--- config.mk ---
export PLATFORM = sky130hd
export DESIGN_NAME = bottle_dozen_sequencer
export DESIGN_NICKNAME = d
export VERILOG_FILES = /design/src/rtl/bottle_dozen_sequencer_pkg.sv /design/src/rtl/bottle_dozen_sequencer_sum4bit.sv /design/src/rtl/bottle_dozen_sequencer.sv
export SDC_FILE = /design/constraint.sdc
export NUM_CORES = 1
export LEC_CHECK = 0
export CAP_MARGIN = 20
export CORE_MARGIN = 4
export CORE_UTILIZATION = 43
export CTS_CLUSTER_DIAMETER = 40
export CTS_CLUSTER_SIZE = 30
export DETAILED_ROUTE_END_ITERATION = 8
export PLACE_DENSITY_LB_ADDON = 0.12
export SYNTH_ARGS = -nofsm -noshare
export SYNTH_HDL_FRONTEND = slang
export SYNTH_SLANG_ARGS = --single-unit
--- constraint.sdc ---
create_clock -name i_clk -period 1.8 [get_ports i_clk]
set_input_delay 0.54 -clock i_clk [delete_from_list [all_inputs] [get_ports i_clk]]
set_output_delay 0.54 -clock i_clk [all_outputs]
set_load 0.01 [all_outputs]
--- src/rtl/bottle_dozen_sequencer_pkg.sv ---
// Shared definitions for the bottle/dozen sequencer: FSM state encodings,
// default batch/dozen limits and the full-adder helper used by sum4bit.
package bottle_dozen_sequencer_pkg;

    typedef enum logic [1:0] {
        SEQ_IDLE       = 2'd0,
        SEQ_ADD_BOTTLE = 2'd1,
        SEQ_ADD_DOZEN  = 2'd2
    } seq_state_e;

    localparam int unsigned SEQ_BATCH_SIZE_DEF = 32'd12;
    localparam int unsigned SEQ_DOZEN_MAX_DEF  = 32'd9;

    // One-bit full adder, returns {carry_out, sum}.
    function automatic logic [1:0] full_add(input logic a, input logic b, input logic ci);
        return {(a & b) | (a & ci) | (b & ci), a ^ b ^ ci};
    endfunction

endpackage

--- src/rtl/bottle_dozen_sequencer_sum4bit.sv ---
// Four-bit ripple-carry adder shared by the bottle and dozen increment passes.
module sum4bit
    import bottle_dozen_sequencer_pkg::*;
(
    input  logic [3:0] i_a,
    input  logic [3:0] i_b,
    input  logic       i_c,
    output logic [3:0] o_s,
    output logic       o_cout
);

    logic [4:0] w_carry;
    logic [3:0] w_sum;

    // Ripple the carry through four full-adder stages.
    always_comb begin
        w_carry    = 5'b00000;
        w_sum      = 4'b0000;
        w_carry[0] = i_c;
        for (int i = 0; i < 4; i++) begin
            {w_carry[i+1], w_sum[i]} = full_add(i_a[i], i_b[i], w_carry[i]);
        end
    end

    assign o_s    = w_sum;
    assign o_cout = w_carry[4];

endmodule

--- src/rtl/bottle_dozen_sequencer.sv ---
// Counts bottles and completed batches with one shared 4-bit adder.
// Build option: define SEQ_DOZEN_SAT_EN to saturate dozen_cnt at DOZEN_MAX instead of wrapping.
module bottle_dozen_sequencer
    import bottle_dozen_sequencer_pkg::*;
#(
    parameter int unsigned BATCH_SIZE = SEQ_BATCH_SIZE_DEF,
    parameter int unsigned DOZEN_MAX  = SEQ_DOZEN_MAX_DEF
)
(
    input  logic       i_clk,
    input  logic       i_reset,
    input  logic       i_bottle_done,
    input  logic       i_clear,
    output logic [3:0] o_bottle_cnt,
    output logic [3:0] o_dozen_cnt,
    output logic       o_dozen_pulse,
    output logic       o_busy,
    output logic       o_overrun,
    output logic       o_full
);

    localparam logic [3:0] LP_BATCH     = BATCH_SIZE[3:0];
    localparam logic [3:0] LP_DOZEN_MAX = DOZEN_MAX[3:0];

    seq_state_e r_state;
    logic [3:0] r_bottle_cnt;
    logic [3:0] r_dozen_cnt;
    logic       r_dozen_pulse;
    logic       r_overrun;
    logic       r_pending;
    logic       r_prev_done;

    seq_state_e w_state_nxt;
    logic [3:0] w_bottle_nxt;
    logic [3:0] w_dozen_nxt;
    logic       w_pulse_nxt;
    logic       w_overrun_nxt;
    logic       w_pending_nxt;

    logic       w_evt;
    logic       w_busy;
    logic       w_full;
    logic       w_evt_hold;
    logic       w_evt_lost;
    logic [3:0] w_add_a;
    logic [3:0] w_sum;
    logic       w_cout;

    assign w_evt      = i_bottle_done & ~r_prev_done;
    assign w_busy     = (r_state != SEQ_IDLE);
    assign w_full     = (r_dozen_cnt == LP_DOZEN_MAX);
    assign w_evt_hold = w_busy & w_evt & ~r_pending;
    assign w_evt_lost = w_busy & w_evt & r_pending;
    assign w_add_a    = (r_state == SEQ_ADD_DOZEN) ? r_dozen_cnt : r_bottle_cnt;

    // Increment comes from carry-in; B is tied to zero.
    sum4bit u_sum4bit (
        .i_a    (w_add_a),
        .i_b    (4'b0000),
        .i_c    (1'b1),
        .o_s    (w_sum),
        .o_cout (w_cout)
    );

    // Next-state and next-value logic for the sequencer.
    always_comb begin
        w_state_nxt   = r_state;
        w_bottle_nxt  = r_bottle_cnt;
        w_dozen_nxt   = r_dozen_cnt;
        w_pulse_nxt   = 1'b0;
        w_overrun_nxt = r_overrun | w_evt_lost;
        w_pending_nxt = r_pending | w_evt_hold;
        case (r_state)
            SEQ_IDLE: begin
                if (w_evt || r_pending) begin
                    w_state_nxt   = SEQ_ADD_BOTTLE;
                    // A fresh edge alongside a queued one re-arms the slot.
                    w_pending_nxt = w_evt & r_pending;
                end else begin
                    w_state_nxt   = SEQ_IDLE;
                end
            end
            SEQ_ADD_BOTTLE: begin
                if ((w_sum == LP_BATCH) || w_cout) begin
                    w_bottle_nxt = 4'd0;
                    w_state_nxt  = SEQ_ADD_DOZEN;
                end else begin
                    w_bottle_nxt = w_sum;
                    w_state_nxt  = SEQ_IDLE;
                end
            end
            SEQ_ADD_DOZEN: begin
                w_state_nxt = SEQ_IDLE;
`ifdef SEQ_DOZEN_SAT_EN
                if (w_full) begin
                    w_overrun_nxt = 1'b1;
                end else begin
                    w_dozen_nxt = w_sum;
                    w_pulse_nxt = 1'b1;
                end
`else
                if (w_full) begin
                    w_dozen_nxt = 4'd0;
                end else begin
                    w_dozen_nxt = w_sum;
                end
                w_pulse_nxt = 1'b1;
`endif
            end
            default: begin
                w_state_nxt = SEQ_IDLE;
            end
        endcase
    end

    // State and counter registers; clear aborts any sequence in flight.
    always_ff @(posedge i_clk or posedge i_reset) begin
        if (i_reset) begin
            r_state       <= SEQ_IDLE;
            r_bottle_cnt  <= 4'd0;
            r_dozen_cnt   <= 4'd0;
            r_dozen_pulse <= 1'b0;
            r_overrun     <= 1'b0;
            r_pending     <= 1'b0;
            r_prev_done   <= 1'b0;
        end else if (i_clear) begin
            r_state       <= SEQ_IDLE;
            r_bottle_cnt  <= 4'd0;
            r_dozen_cnt   <= 4'd0;
            r_dozen_pulse <= 1'b0;
            r_overrun     <= 1'b0;
            r_pending     <= 1'b0;
            r_prev_done   <= 1'b0;
        end else begin
            r_state       <= w_state_nxt;
            r_bottle_cnt  <= w_bottle_nxt;
            r_dozen_cnt   <= w_dozen_nxt;
            r_dozen_pulse <= w_pulse_nxt;
            r_overrun     <= w_overrun_nxt;
            r_pending     <= w_pending_nxt;
            r_prev_done   <= i_bottle_done;
        end
    end

    assign o_bottle_cnt  = r_bottle_cnt;
    assign o_dozen_cnt   = r_dozen_cnt;
    assign o_dozen_pulse = r_dozen_pulse;
    assign o_busy        = w_busy;
    assign o_overrun     = r_overrun;
    assign o_full        = w_full;

endmodule

; Word-level counts from Yosys, hierarchy flattened
; Index checks and enable logic that the tools add are counted.
[totals]
ff_bits = 14
latch_bits = 0
mem_bits_rw = 0
rom_bits = 0
input_bits = 4
word_cells = 51
n_memories = 0
[op_classes]
addsub = 0
n_mul = 0
n_div = 0
magnitude_cmp = 0
n_eq_ne = 4
shifts = 0
n_mux = 18
bitwise_logic = 16
reduce_logical = 6
[op_table]
columns = op, count
row1 = $mux W4, 7
row2 = $and A1 B1 Y1, 8
row3 = $eq A4 B4 Y1 const B, 2
row4 = $mux W1, 8
row5 = $reduce_bool A2 Y1, 3
row6 = $mux W2, 2
row7 = $pmux W2 S2, 1
row8 = $not A1 Y1, 3
row9 = $xor A1 B1 Y1, 3
row10 = $eq A2 B1 Y1 const B, 1
row11 = $eq A2 B2 Y1 const B, 1
row12 = $logic_not A2 Y1, 1
row13 = $logic_or A1 B1 Y1, 2
row14 = $or A1 B1 Y1, 2

; Logic depth before layout (Yosys ltp)
[depth]
word_depth = 10
mapped_depth = 10

; Cells and area by module
; From an unflattened synthesis, not the netlist that was laid out.
[hier_totals]
cells_unflattened = 92
hier_area_um2 = 793.3
[by_module_without_submodules]
columns = module, instances, cells_each, area_per_inst_um2, seq_area_each_um2
row1 = bottle_dozen_sequencer, 1, 78, 675.6, 350.3
row2 = sum4bit, 1, 14, 117.6, 0.0

; Worst setup path before layout
; OpenSTA, ideal clock, no wires.
[synth_timing]
kind = register -> register
startpoint = reg r_state[0]
endpoint = reg r_bottle_cnt[1] (netlist: o_bottle_cnt[1])
setup_ns = 0.077
arrival_ns = 1.865
required_time_ns = 1.723
path_slack_ns = -0.142
stages_incl_launch_ff = 11
synth_period_minus_slack_ns = 1.942
cell_sequence = dfrtp_1 > nand2b_1 > buf_2 > nand2_1 > nand2_1 > ha_1 > ha_1 > ha_1 > a31oi_1 > nand3_1 > a21oi_1
[synth_between]
elab_chain_len = 10
elab_cells_between_ends = 16
classes_between = eq/ne (3) / mux (4) / bitwise (7) / reduce/logical (2)
[synth_lines]
columns = item, line
row1 = "start, declared", bottle_dozen_sequencer.sv:25  ; seq_state_e r_state;
row2 = "start signal, assigned", bottle_dozen_sequencer.sv:135  ; r_state <= w_state_nxt;
row3 = $eq A2 B2 Y1, bottle_dozen_sequencer.sv:54  ; assign w_add_a = (r_state == SEQ_ADD_DOZEN) ? r_dozen_cnt : r_bottle_cnt;
row4 = $mux W4, bottle_dozen_sequencer.sv:54
row5 = $and A1 B1 Y1 (2 in series), bottle_dozen_sequencer_pkg.sv:16  ; return {(a & b) | (a & ci) | (b & ci), a ^ b ^ ci};
row6 = $xor A1 B1 Y1, bottle_dozen_sequencer_pkg.sv:16
row7 = $eq A4 B4 Y1, bottle_dozen_sequencer.sv:84  ; if ((w_sum == LP_BATCH) || w_cout) begin
row8 = $logic_or A1 B1 Y1, bottle_dozen_sequencer.sv:84
row9 = $mux W4, bottle_dozen_sequencer.sv:84
row10 = $mux W4, bottle_dozen_sequencer.sv:73  ; case (r_state)
row11 = $mux W4, bottle_dozen_sequencer.sv:126  ; end else if (i_clear) begin
row12 = "end signal, assigned", bottle_dozen_sequencer.sv:136  ; r_bottle_cnt <= w_bottle_nxt;
row13 = "end, declared", bottle_dozen_sequencer.sv:26  ; logic [3:0] r_bottle_cnt;
; Parallel ways exist; a longest one is shown, timed or not. The select of a mux whose other input is x is not followed.
; A chain may end at the register's enable or synchronous reset.

; Worst setup path after layout
[layout_timing]
startpoint = reg r_state[1]
endpoint = reg r_bottle_cnt[1] (netlist: o_bottle_cnt[1])
; The elaborated chain is that of the path after synthesis.

==> key figures <==
Status
  • Run status: finished, final reports clean

Power
  • Combinational power share: 11.7%
  • Switching component of the power: between 0.1 and 0.15 mW
  • Part of the power in the clock network: a little over a third
  • PnR Total Power: around 0.62 mW
  • Max rail drop VDD: around 0.42 mV
  • Leakage dissipation: 0.597 nW
  • Fraction of power consumed by sequential logic: between 50% and 60%
  • Power Density: about 550 nW/µm²
  • Internal power component: 0.477 mW
  • Switching part of the total: 23.2%

Floorplanning
  • Area of the die: ~2500 µm²
  • Die H: ~50 µm
  • Die boundary width: ~50 µm
  • Placeable core area: roughly 1600 µm²
  • Effective utilization at floorplan: between 40% and 50%
  • Top-Level Pins: 16
  • Total number of placement rows: 14

Timing
  • Worst-Margin Slew: roughly 0.53 ns
  • Unrepaired setup endpoints after global routing: true
  • Final setup skew: 0.00776 ns
  • Relative slew slack: roughly two thirds
  • Final worst path period share: 99.9%
  • Final hold slack: between 0.5 and 0.6 ns
  • Final worst slack: roughly 0.0015 ns
  • Final hold violation count: 0
  • Final min period: around 1.8 ns
  • Maximum achievable frequency: 556 MHz
  • Max-slew violations: 0
  • Final-report setup violation count: 0

Run
  • Total of max-cap violations: 0

Clock network
  • CTS Root Buffer Type: sky130_fd_sc_hd__clkbuf_4
  • Clock transition at path regs: roughly 0.080 ns
  • CTS tree: done
  • CTS sink count: 14
  • Insertion delay to the later sink of the worst-skew pair: 0.28 ns
  • CTS buffer count: 3
  • Count of H-tree levels built during CTS: 1
  • Max Buffers Root-to-Sink: 2

Yosys
  • Post-synthesis xor/xnor area fraction: 1.18%
  • Average cell area after synthesis: around 9.4 µm²
  • Post-synthesis share of cell area spent on and, or, nand and nor gates: between 20% and 30%
  • Unique masters post-synth: 24
  • Share of the synthesized area in compound gates (AO/OA/AOI/OAI): 10.3%
  • Cells after synthesis: between 70 and 80
  • Post-synthesis sequential area ratio: roughly 47%
  • Post-Syn Nets: 87
  • Yosys warns: 0
  • Fraction of synthesized area in multiplexers: 0%
  • Post-Synth Adder-Cell Area: under 10%
  • Number of flip-flops and latches in the synthesized netlist: 14
  • Dominant combinational cell family by area after synthesis: simple AND/OR/NAND/NOR gates
  • Combined area of all synthesized cells: around 740 µm²

Finish
  • Layout cells sized above 1: between 30% and 40%
  • Final layout net count: 118
  • Final antenna diode count: 0
  • Core Util, Final: 73.0%
  • Final instance count without filler cells: approximately 130
  • Synth-to-layout area growth: 53.5%

Routing
  • Drt pass-1 iters: 4
  • DRC violations left: 0
  • Total Wirelength: between 1.5 and 2 mm
  • Via total after detailed routing: between 600 and 700
  • Routed WL per cell: around 14 µm
  • Number of nets with antenna violations after routing: 0
  • Routed via count divided by cell count: about 5.2
  • Initial drt markers: 12

Setup path
  • WP data arrival: 2.02 ns
  • Largest driver fanout on the critical path: 5
  • Startpoint class of the critical path: register
  • Required time worst endpoint: ~2 ns
  • Crit path kind: reg -> reg
  • Capturing element type of the critical path: register

Worst hold path
  • Hold WC Path Type: reg -> reg

Global route
  • Number of antenna violations at the first check in global routing: 0
  • Aggregate global routing overflow: 0
  • Via count of the first global-routing pass: 621
  • Pin count of the biggest net entering global routing: 15
  • First-pass GRT wire length: ~3 mm
  • GRT Resource Usage Total: between 15 and 20%

Placement
  • DP Cell Count: between 100 and 150
  • Final HPWL from detailed placement: roughly 1.1 mm
  • Number of port buffers: 15
  • Pre-CTS setup slack: -0.0568 ns
  • Weighted congestion at the end of routability-driven global placement: ~0.83
-- metrics by stage --
step	cell area, µm²	TNS (ns)
floorplan	777	-0.0139
global placement	972	0
detailed placement	972	-0.0964
CTS	1060	0
global route	1140	-0.146
finish	1140	0
-- synth_stat cells (all sizes together) --
library cell  instances  share of area (%)
a21oi                 8                5.4
a31oi                 2                3.7
and2b                 1                1.0
buf                   4                3.9
dfrtp                14                 47
ha                    4                6.8
inv                   2                1.0
nand2                22                 11
nand2b                2                1.7
nand3                 4                2.7
nand3b                1                1.0
nand4b                2                2.4
nand4bb               1                1.5
nor2                  4                2.7
nor2b                 3                2.5
nor3                  2                2.0
o21ai                 1                1.2
or2                   1               0.85
xnor2                 1                1.2
-- final timing paths --
| path | slack (ns) | cells past startpoint | to | start |
|---|---|---|---|---|
| max in group asynchronous | 0.82 | 2 | o_dozen_cnt[3] | i_reset |
| min reg2reg | 0.53 | 2 | o_overrun | o_overrun |
| max | 0.002 | 9 | o_bottle_cnt[1] | r_state[1] |
| max reg2reg | 0.002 | 9 | o_bottle_cnt[1] | r_state[1] |
| min | 0.53 | 2 | o_overrun | o_overrun |
| min in group asynchronous | 0.60 | 2 | o_bottle_cnt[1] | i_reset |
-- routing by layer --
layer | vias up | part of all wire (%) | track usage (%)
met2 | 13 | 50 | 25.2
li1 | 321 | - | -
met3 | 5 | 4.7 | 5.72
met1 | 306 | 44 | 20.0
met4 | 0 | 1.7 | 6.91
met5 | - | 0 | 0
-- registers in the layout (all words and copies together) (netlist names) --
| name | count |
|---|---|
| r_prev_done | 1 |
| o_dozen_cnt | 4 |
| r_state | 2 |
| r_pending | 1 |
| o_dozen_pulse | 1 |
| o_bottle_cnt | 4 |
| o_overrun | 1 |
-- cell families after synthesis --
group                      count (synthesis)
xor gates and xnor gates                   1
DFF                                       14
buffers and inverters                      6
AOI/OAI and AO/OA                         11
adders and majority gates                  4
and+or+nand+nor                           43
-- power by group through the flow --
stage                     registers (mW)  logic [mW]  clock network, mW
after global placement             0.331      0.0587                  0
final                              0.325      0.0724              0.223
after detailed placement           0.332      0.0590                  0
after floorplan                    0.331      0.0337                  0
after global routing               0.326      0.0796              0.254
after CTS                          0.325      0.0657              0.232
-- cell usage in the layout, fill, tap and decap left out, types with 2 or more instances in the layout --
cell / Yosys / routed
sky130_fd_sc_hd__a31oi_4: 1 / 2
sky130_fd_sc_hd__clkbuf_2: 0 / 2
sky130_fd_sc_hd__dfrtp_1: 14 / 13
sky130_fd_sc_hd__dlygate4sd2_1: 0 / 3
sky130_fd_sc_hd__ha_4: 0 / 3
sky130_fd_sc_hd__nor2b_1: 3 / 2
sky130_fd_sc_hd__inv_1: 2 / 2
sky130_fd_sc_hd__nand2_2: 0 / 3
sky130_fd_sc_hd__nand2_1: 22 / 18
sky130_fd_sc_hd__nor2_2: 2 / 2
sky130_fd_sc_hd__nand4b_1: 2 / 2
sky130_fd_sc_hd__a21oi_1: 8 / 7
sky130_fd_sc_hd__buf_4: 1 / 14
sky130_fd_sc_hd__nand3_1: 4 / 4
sky130_fd_sc_hd__dlymetal6s2s_1: 0 / 5
sky130_fd_sc_hd__clkdlybuf4s50_1: 0 / 5
sky130_fd_sc_hd__clkbuf_4: 0 / 3
sky130_fd_sc_hd__nor2_1: 2 / 2
-- worst max-delay path: stages (launching register included) --
cell and delay [ns]:
sky130_fd_sc_hd__dfrtp_1 0.42, sky130_fd_sc_hd__nor2b_4 0.16, sky130_fd_sc_hd__nand2_1 0.09, sky130_fd_sc_hd__nand2_2 0.09, sky130_fd_sc_hd__ha_4 0.17, sky130_fd_sc_hd__ha_4 0.15
sky130_fd_sc_hd__ha_4 0.23, sky130_fd_sc_hd__a31oi_4 0.21, sky130_fd_sc_hd__nand3_1 0.10, sky130_fd_sc_hd__a21oi_1 0.12
-- layout make-up --
class / count / area, µm²
Fill cell: 104 / 422
Timing Repair Buffer: 30 / 265
Multi-Input combinational cell: 59 / 457
Sequential cell: 14 / 352
Clock buffer: 4 / 36.3
Inverter: 2 / 7.51
Tap cell: 16 / 20.0
-- timing repair --
action                     CTS  global route
setup buffers                4             3
hold buffers                 0             0
resized for setup           10            19
gates cloned                 0             0
pin swaps                    1             5
setup endpoints to repair    8            12
No activity file was read; power rests on OpenSTA's default activity.
